--- config.mk ---
export PLATFORM = sky130hd
export DESIGN_NAME = inv_sub_shift_state
export DESIGN_NICKNAME = d
export VERILOG_FILES = /design/src/rtl/aes_pkg.sv /design/src/rtl/xilinx_single_port_ram_read_first.sv /design/src/rtl/inv_sub_shift_state.sv
export SDC_FILE = /design/constraint.sdc
export NUM_CORES = 1
export LEC_CHECK = 0
export BUFFER_PORTS_ARGS = -buffer_cell sky130_fd_sc_hd__buf_2
export CAP_MARGIN = 20
export CORE_ASPECT_RATIO = 2
export CORE_MARGIN = 3
export CORE_UTILIZATION = 60
export DETAILED_ROUTE_END_ITERATION = 8
export GPL_TIMING_DRIVEN = 0
export PLACE_DENSITY = 0.82
export SKIP_CTS_REPAIR_TIMING = 1
export SYNTH_ARGS = -nofsm -noshare
export SYNTH_HDL_FRONTEND = slang
export SYNTH_SLANG_ARGS = --single-unit
--- constraint.sdc ---
create_clock -name clk_in -period 9.18 [get_ports clk_in]
set_clock_uncertainty 0.05 [all_clocks]
set_input_delay 0.459 -clock clk_in [delete_from_list [all_inputs] [get_ports clk_in]]
set_output_delay 0.459 -clock clk_in [all_outputs]
set_load 0.05 [all_outputs]
--- src/rtl/aes_pkg.sv ---
// Shared AES helpers for the decryption-side byte substitution block.
// Optional build macro: INV_SHIFT_ROWS_EN (when defined, inv_shift_dest
// applies the InvShiftRows permutation; otherwise it is the identity).
package aes_pkg;

  typedef enum logic [1:0] {
    IDLE   = 2'd0,
    ISSUE  = 2'd1,
    DRAIN  = 2'd2,
    OUTPUT = 2'd3
  } inv_sub_shift_state_t;

  localparam int AES_STATE_BYTES = 16;
  localparam int SBOX_LATENCY    = 2;

  // Inverse S-box image, byte 0 first.
  localparam logic [0:255][7:0] INV_SBOX = {
    128'h52096ad53036a538bf40a39e81f3d7fb,
    128'h7ce339829b2fff87348e4344c4dee9cb,
    128'h547b9432a6c2233dee4c950b42fac34e,
    128'h082ea16628d924b2765ba2496d8bd125,
    128'h72f8f66486689816d4a45ccc5d65b692,
    128'h6c704850fdedb9da5e154657a78d9d84,
    128'h90d8ab008cbcd30af7e45805b8b34506,
    128'hd02c1e8fca3f0f02c1afbd0301138a6b,
    128'h3a9111414f67dcea97f2cfcef0b4e673,
    128'h96ac7422e7ad3585e2f937e81c75df6e,
    128'h47f11a711d29c5896fb7620eaa18be1b,
    128'hfc563e4bc6d279209adbc0fe78cd5af4,
    128'h1fdda8338807c731b11210592780ec5f,
    128'h60517fa919b54a0d2de57a9f93c99cef,
    128'ha0e03b4dae2af5b0c8ebbb3c83539961,
    128'h172b047eba77d626e169146355210c7d
  };

  // Destination byte index for input byte n (row n%4, column n/4).
  function automatic logic [3:0] inv_shift_dest(input logic [3:0] n);
`ifdef INV_SHIFT_ROWS_EN
    logic [1:0] row;
    logic [1:0] col;
    row = n[1:0];
    col = n[3:2];
    // Two-bit add wraps modulo 4: output column = (c + r) % 4.
    return {col + row, row};
`else
    return n;
`endif
  endfunction

endpackage

--- src/rtl/xilinx_single_port_ram_read_first.sv ---
// Single-port read-first block RAM, high-performance mode (two-cycle read
// latency: array read register plus an output register with a synchronous
// reset). The write port is tied off in this design, so the array is a
// read-only image; a non-empty INIT_FILE selects the inverse S-box image.
module xilinx_single_port_ram_read_first
  import aes_pkg::*;
#(
  parameter int    RAM_WIDTH = 8,
  parameter int    RAM_DEPTH = 256,
  parameter string INIT_FILE = ""
) (
  input  logic                         clka,
  input  logic                         ena,
  input  logic                         rsta,
  input  logic                         regcea,
  input  logic [$clog2(RAM_DEPTH)-1:0] addra,
  output logic [RAM_WIDTH-1:0]         douta
);

  logic [RAM_WIDTH-1:0] w_rom;
  logic [RAM_WIDTH-1:0] r_ram_data;
  logic [RAM_WIDTH-1:0] r_douta;

  if (INIT_FILE != "") begin : g_image
    assign w_rom = INV_SBOX[addra];
  end else begin : g_blank
    assign w_rom = '0;
  end

  // First stage: array read register.
  always_ff @(posedge clka) begin
    if (ena) r_ram_data <= w_rom;
  end

  // Second stage: output register, cleared by the port reset.
  always_ff @(posedge clka) begin
    if (rsta)        r_douta <= '0;
    else if (regcea) r_douta <= r_ram_data;
  end

  assign douta = r_douta;

endmodule

--- src/rtl/inv_sub_shift_state.sv ---
// InvSubBytes followed by InvShiftRows on a 128-bit AES state, one byte per
// cycle through a two-cycle-latency inverse S-box BRAM.
// Optional build macro: INV_SHIFT_ROWS_EN (defined = permutation applied,
// undefined = pure InvSubBytes; timing is identical).
//
// Handshake: new_state_in is a request sampled only while idle (busy_out
// low); on the accepting edge state_in is captured and may change afterwards.
// Requests while busy are dropped, not queued. Completion is a one-cycle
// valid_out pulse 19 edges after acceptance; result_out holds until the next
// completion.
module inv_sub_shift_state
  import aes_pkg::*;
#(
  parameter string INIT_FILE = "inv_byte_sub_table.mem"
) (
  input  logic                 clk_in,
  input  logic                 rst_n_in,
  input  logic                 new_state_in,
  input  logic [15:0][7:0]     state_in,
  output logic                 busy_out,
  output logic [15:0][7:0]     result_out,
  output logic                 valid_out,
  output inv_sub_shift_state_t o_dbg_state
);

  inv_sub_shift_state_t r_state;
  logic [3:0]           r_idx;
  logic [1:0]           r_drain;
  logic                 r_run;
  logic [15:0][7:0]     r_saved;
  logic [7:0]           r_scratch [AES_STATE_BYTES];
  logic [15:0][7:0]     r_result;
  logic                 r_valid;
  logic                 r_pipe_vld  [SBOX_LATENCY];
  logic [3:0]           r_pipe_dest [SBOX_LATENCY];

  logic [7:0]           w_addr;
  logic [7:0]           w_ram_dout;
  logic [15:0][7:0]     w_scratch_flat;

  // Byte n of the FIPS ordering lives at state_in[15-n].
  assign w_addr = r_saved[4'd15 - r_idx];

  xilinx_single_port_ram_read_first #(
    .RAM_WIDTH (8),
    .RAM_DEPTH (256),
    .INIT_FILE (INIT_FILE)
  ) u_inv_sbox (
    .clka   (clk_in),
    .ena    (1'b1),
    .rsta   (~rst_n_in),
    .regcea (1'b1),
    .addra  (w_addr),
    .douta  (w_ram_dout)
  );

  // Pack the scratch bytes back into the FIPS-ordered result vector.
  always_comb begin
    w_scratch_flat = '0;
    for (int i = 0; i < AES_STATE_BYTES; i++) begin
      w_scratch_flat[AES_STATE_BYTES-1-i] = r_scratch[i];
    end
  end

  // Control FSM, destination-index pipeline and scratch capture.
  always_ff @(posedge clk_in or negedge rst_n_in) begin
    if (!rst_n_in) begin
      r_state  <= IDLE;
      r_idx    <= '0;
      r_drain  <= '0;
      r_run    <= 1'b0;
      r_saved  <= '0;
      r_result <= '0;
      r_valid  <= 1'b0;
      for (int i = 0; i < AES_STATE_BYTES; i++) r_scratch[i] <= '0;
      for (int i = 0; i < SBOX_LATENCY; i++) begin
        r_pipe_vld[i]  <= 1'b0;
        r_pipe_dest[i] <= '0;
      end
    end else begin
      // r_run blocks acceptance on the first edge after reset release.
      r_run   <= 1'b1;
      r_valid <= 1'b0;

      // Destination index follows the address through the BRAM latency.
      r_pipe_vld[0]  <= (r_state == ISSUE);
      r_pipe_dest[0] <= inv_shift_dest(r_idx);
      r_pipe_vld[1]  <= r_pipe_vld[0];
      r_pipe_dest[1] <= r_pipe_dest[0];
      if (r_pipe_vld[1]) r_scratch[r_pipe_dest[1]] <= w_ram_dout;

      case (r_state)
        IDLE: begin
          if (new_state_in && r_run) begin
            r_saved <= state_in;
            r_idx   <= '0;
            for (int i = 0; i < AES_STATE_BYTES; i++) r_scratch[i] <= '0;
            r_state <= ISSUE;
          end
        end
        ISSUE: begin
          r_idx <= r_idx + 4'd1;
          if (r_idx == 4'd15) begin
            r_drain <= '0;
            r_state <= DRAIN;
          end
        end
        DRAIN: begin
          r_drain <= r_drain + 2'd1;
          if (r_drain == 2'(SBOX_LATENCY - 1)) r_state <= OUTPUT;
        end
        OUTPUT: begin
          r_result <= w_scratch_flat;
          r_valid  <= 1'b1;
          r_state  <= IDLE;
        end
        default: r_state <= IDLE;
      endcase
    end
  end

  assign busy_out    = (r_state != IDLE);
  assign result_out  = r_result;
  assign valid_out   = r_valid;
  assign o_dbg_state = r_state;

endmodule

==> impl_metrics.csv <==
group,metric,value,unit
outcome,status,"finished, final reports clean",
sta,hold_violations,0,
finish,area_growth,16.0,%
worst_setup_path,regToRegStartpoint,"r_idx[1]",
grt,grt_pass1_wl,127000,microns
yosys,synthArstFlopShare,96.2,%
yosys,ys_seq_elements,420,
yosys,synth_most_common_cell,"dfrtp_1",
yosys,ys_types,81,
sta,max_slew.worst_pin.slew,1.27,ns
route,antenna_left,0,
sta,max_freq,153,MHz
route,dr.pass1.iters,6,
route,drc_errors,0,
clocking,worstSkewPairLatency,0.58,ns
clocking,root_buffer,"clkbuf_16",
yosys,synth_common_cells,"dfrtp_1 (404), mux2_2 (260), nor2_1 (198)",
die,start_util,61.2,%
sta,max_slew_margin,14.8,%
yosys,synth_area_per_cell,11.8,sq um
finish,nets,2190,
job,drv_cap,0,
worst_hold_path,hold_path.class,"in2reg",
clocking,cts_buffers,37,
die,num_rows,94,
finish,fillers,2049,
sta,slew_violations,0,
placed_design,hpwlAfterDp,61900,microns
clocking,clk_pin_slew,0.07,ns
sta,setup_tns,0,ns
die,pin_count,263,
yosys,syn-instance-count,1723,
clocking,cts_max_path_buffers,3,
worst_setup_path,worst-path-max-fanout,10,
die,dieArea,36200,sq um
sta,setup_viol,0,
grt,antenna_found_initial,7,
grt,grt_pass1_vias,18970,
die,die_width,136,microns
yosys,synth_nets,1882,
yosys,yosys-top-cells-area,"dfrtp_1 (50%), mux2_2 (14%), mux2i_1 (6.9%), nor2_1 (3.7%), mux4_2 (2.2%)",
yosys,synthesis.area,20300,sq um
grt,overflow,0,
worst_setup_path,cp.required,9.53,ns
sta,rsz0062_at_grt,"false",
route,first_iter_violations,1934,
route,wirelength,90000,microns
worst_setup_path,crit_top_cell,"buf_2",
worst_setup_path,path_class,"reg2reg",
route,wire_per_inst,36.0,microns
clocking,ctsHtreeMaxLevel,2,
finish,drive_gt1_share,33.0,%
worst_setup_path,critPathBufInv,5,
worst_setup_path,crit_family,"compound AO/OA/AOI/OAI gates",
yosys,synth.largest_area_cell,"dfrtp_1",
yosys,netlist.area_leader.share,49.8,%
yosys,synth-edff-count,0,
worst_setup_path,crit_path_start,"r_idx[1]",
sta,min_period,6.54,ns
grt,grt_max_degree,138,
clocking,clock-sinks,420,
placed_design,io_buffers,262,
yosys,yosysWarnings,0,
sta,final.period_utilization,71.3,%
die,coreArea,33200,sq um
yosys,synthFlopType,"dfrtp_1",
worst_setup_path,critPathSlowestCell,"a2111oi_1",
clocking,cts_tree,"done",
worst_hold_path,hold_start,"state_in[39]",
grt,track_usage,48.5,%
worst_setup_path,critPathMaxStageDelay,1.18,ns
placed_design,gpl.final_weighted_congestion,1.19,
route,vias,17853,
route,viasPerCell,7.15,
yosys,synth-seq-area-share,51.4,%
die,die_y,266,microns
worst_setup_path,crit_chain,"buf_2, buf_2, buf_2, mux4_1, nand2_1, and4_1, inv_1, ha_1, inv_1, nand2_1, a32oi_1, o221ai_1, o21ai_0, a2111oi_1, a21oi_1",
worst_setup_path,endpoint_kind,"register",
worst_setup_path,critPathLaunchType,"register",
worst_setup_path,cp.arrival,6.89,ns
[sequential cells by signal, summed over array words and instances, names as in the netlist]
signal	count
o_dbg_state	2
r_drain	2
r_idx	4
r_pipe_dest	8
r_pipe_vld	2
r_run	1
r_saved	128
r_scratch	128
result_out	128
u_inv_sbox.douta	8
u_inv_sbox.r_ram_data	8
valid_out	1
[metal layers]
layer	vias to the layer above	GRT usage (%)	share of wire, %
met5	-	0	0
met3	719	14.1	9.3
met2	1581	79.4	48
li1	6844	-	-
met4	0	49.6	13
met1	8709	46.2	29
[kinds of logic (layout without fill, tap and decap cells)]
family	count (synthesis)	in the layout	share of synthesized area, %
compound gates	266	266	9.18
xor+xnor	2	2	0.123
mux	429	429	24.8
other cells	1	11	0.0185
buf+inv	145	478	3.47
simple gates	432	432	9.34
flops	420	420	51.4
fa+ha+maj	28	28	1.73
[worst register-to-register path, stage by stage (launching register included)]
cell       delay [ns]
dfrtp_1          0.41
buf_2            0.35
buf_2            0.37
buf_2            0.42
mux4_1           0.36
nand2_1          0.07
and4_1           0.23
inv_1            0.51
ha_1             0.61
inv_1            0.43
nand2_1          0.33
a32oi_1          0.14
o221ai_1         0.55
o21ai_0          0.27
a2111oi_1        1.18
a21oi_1          0.10
[worst paths after layout]
kind,endpoint,slack (ns),depth (start not counted)
max in group asynchronous,r_scratch[8],7.22,4
hold / removal,r_saved[39],0.06,2
setup reg to reg,u_inv_sbox.r_ram_data[5],2.64,15
setup / recovery,u_inv_sbox.r_ram_data[5],2.64,15
min in group asynchronous,r_scratch[77],0.33,2
hold reg to reg,r_pipe_vld[0],0.30,0
[layout make-up]
type	instances	area [sq um]	area share, %
multi-input cells	1158	9190	39.0
repair buffers	269	1440	6.13
inverters	11	41.3	0.175
diodes	10	25.0	0.106
well taps	432	541	2.29
clock buffers	54	1060	4.50
plain buffers	134	663	2.82
flip-flops and latches	420	10400	44.3
clock inverters	10	159	0.675
[through the flow]
stage	instances	setup slack, ns	hold WS [ns]	instance area [sq um]	util [%]
5_1_grt	2493	2.84	0.0776	23500	71.0
3_3_place_gp	2417	0.413	0.287	22200	66.8
6_report	2498	2.64	0.0623	23600	71.0
3_5_place_dp	2422	3.84	0.285	22300	67.2
2_1_floorplan	1723	5.72	0.113	20300	-
4_1_cts	2486	3.83	-0.264	23500	70.9
[cell usage in the layout (no fill, tap or decap), types with 7 or more instances in the layout]
| master | n |
|---|---|
| a21oi_1 | 59 |
| a221oi_1 | 12 |
| a31oi_1 | 15 |
| and2_1 | 17 |
| buf_2 | 288 |
| buf_4 | 7 |
| buf_6 | 11 |
| clkbuf_1 | 94 |
| clkbuf_16 | 37 |
| clkbuf_8 | 7 |
| dfrtp_1 | 404 |
| dfxtp_1 | 16 |
| diode_2 | 10 |
| ha_1 | 28 |
| inv_1 | 8 |
| mux2_2 | 260 |
| mux2i_1 | 139 |
| mux4_1 | 10 |
| mux4_2 | 20 |
| nand2_1 | 101 |
| nand2b_1 | 11 |
| nand3_1 | 35 |
| nand4_1 | 7 |
| nor2_1 | 198 |
| nor3_1 | 25 |
| o211ai_1 | 16 |
| o21ai_0 | 55 |
| o221ai_1 | 9 |
| o22ai_1 | 10 |
| o311ai_0 | 8 |
Power is left out: the tool's default activity adds up to more than one toggle a clock period on the data nets, which glitch-free logic cannot reach.
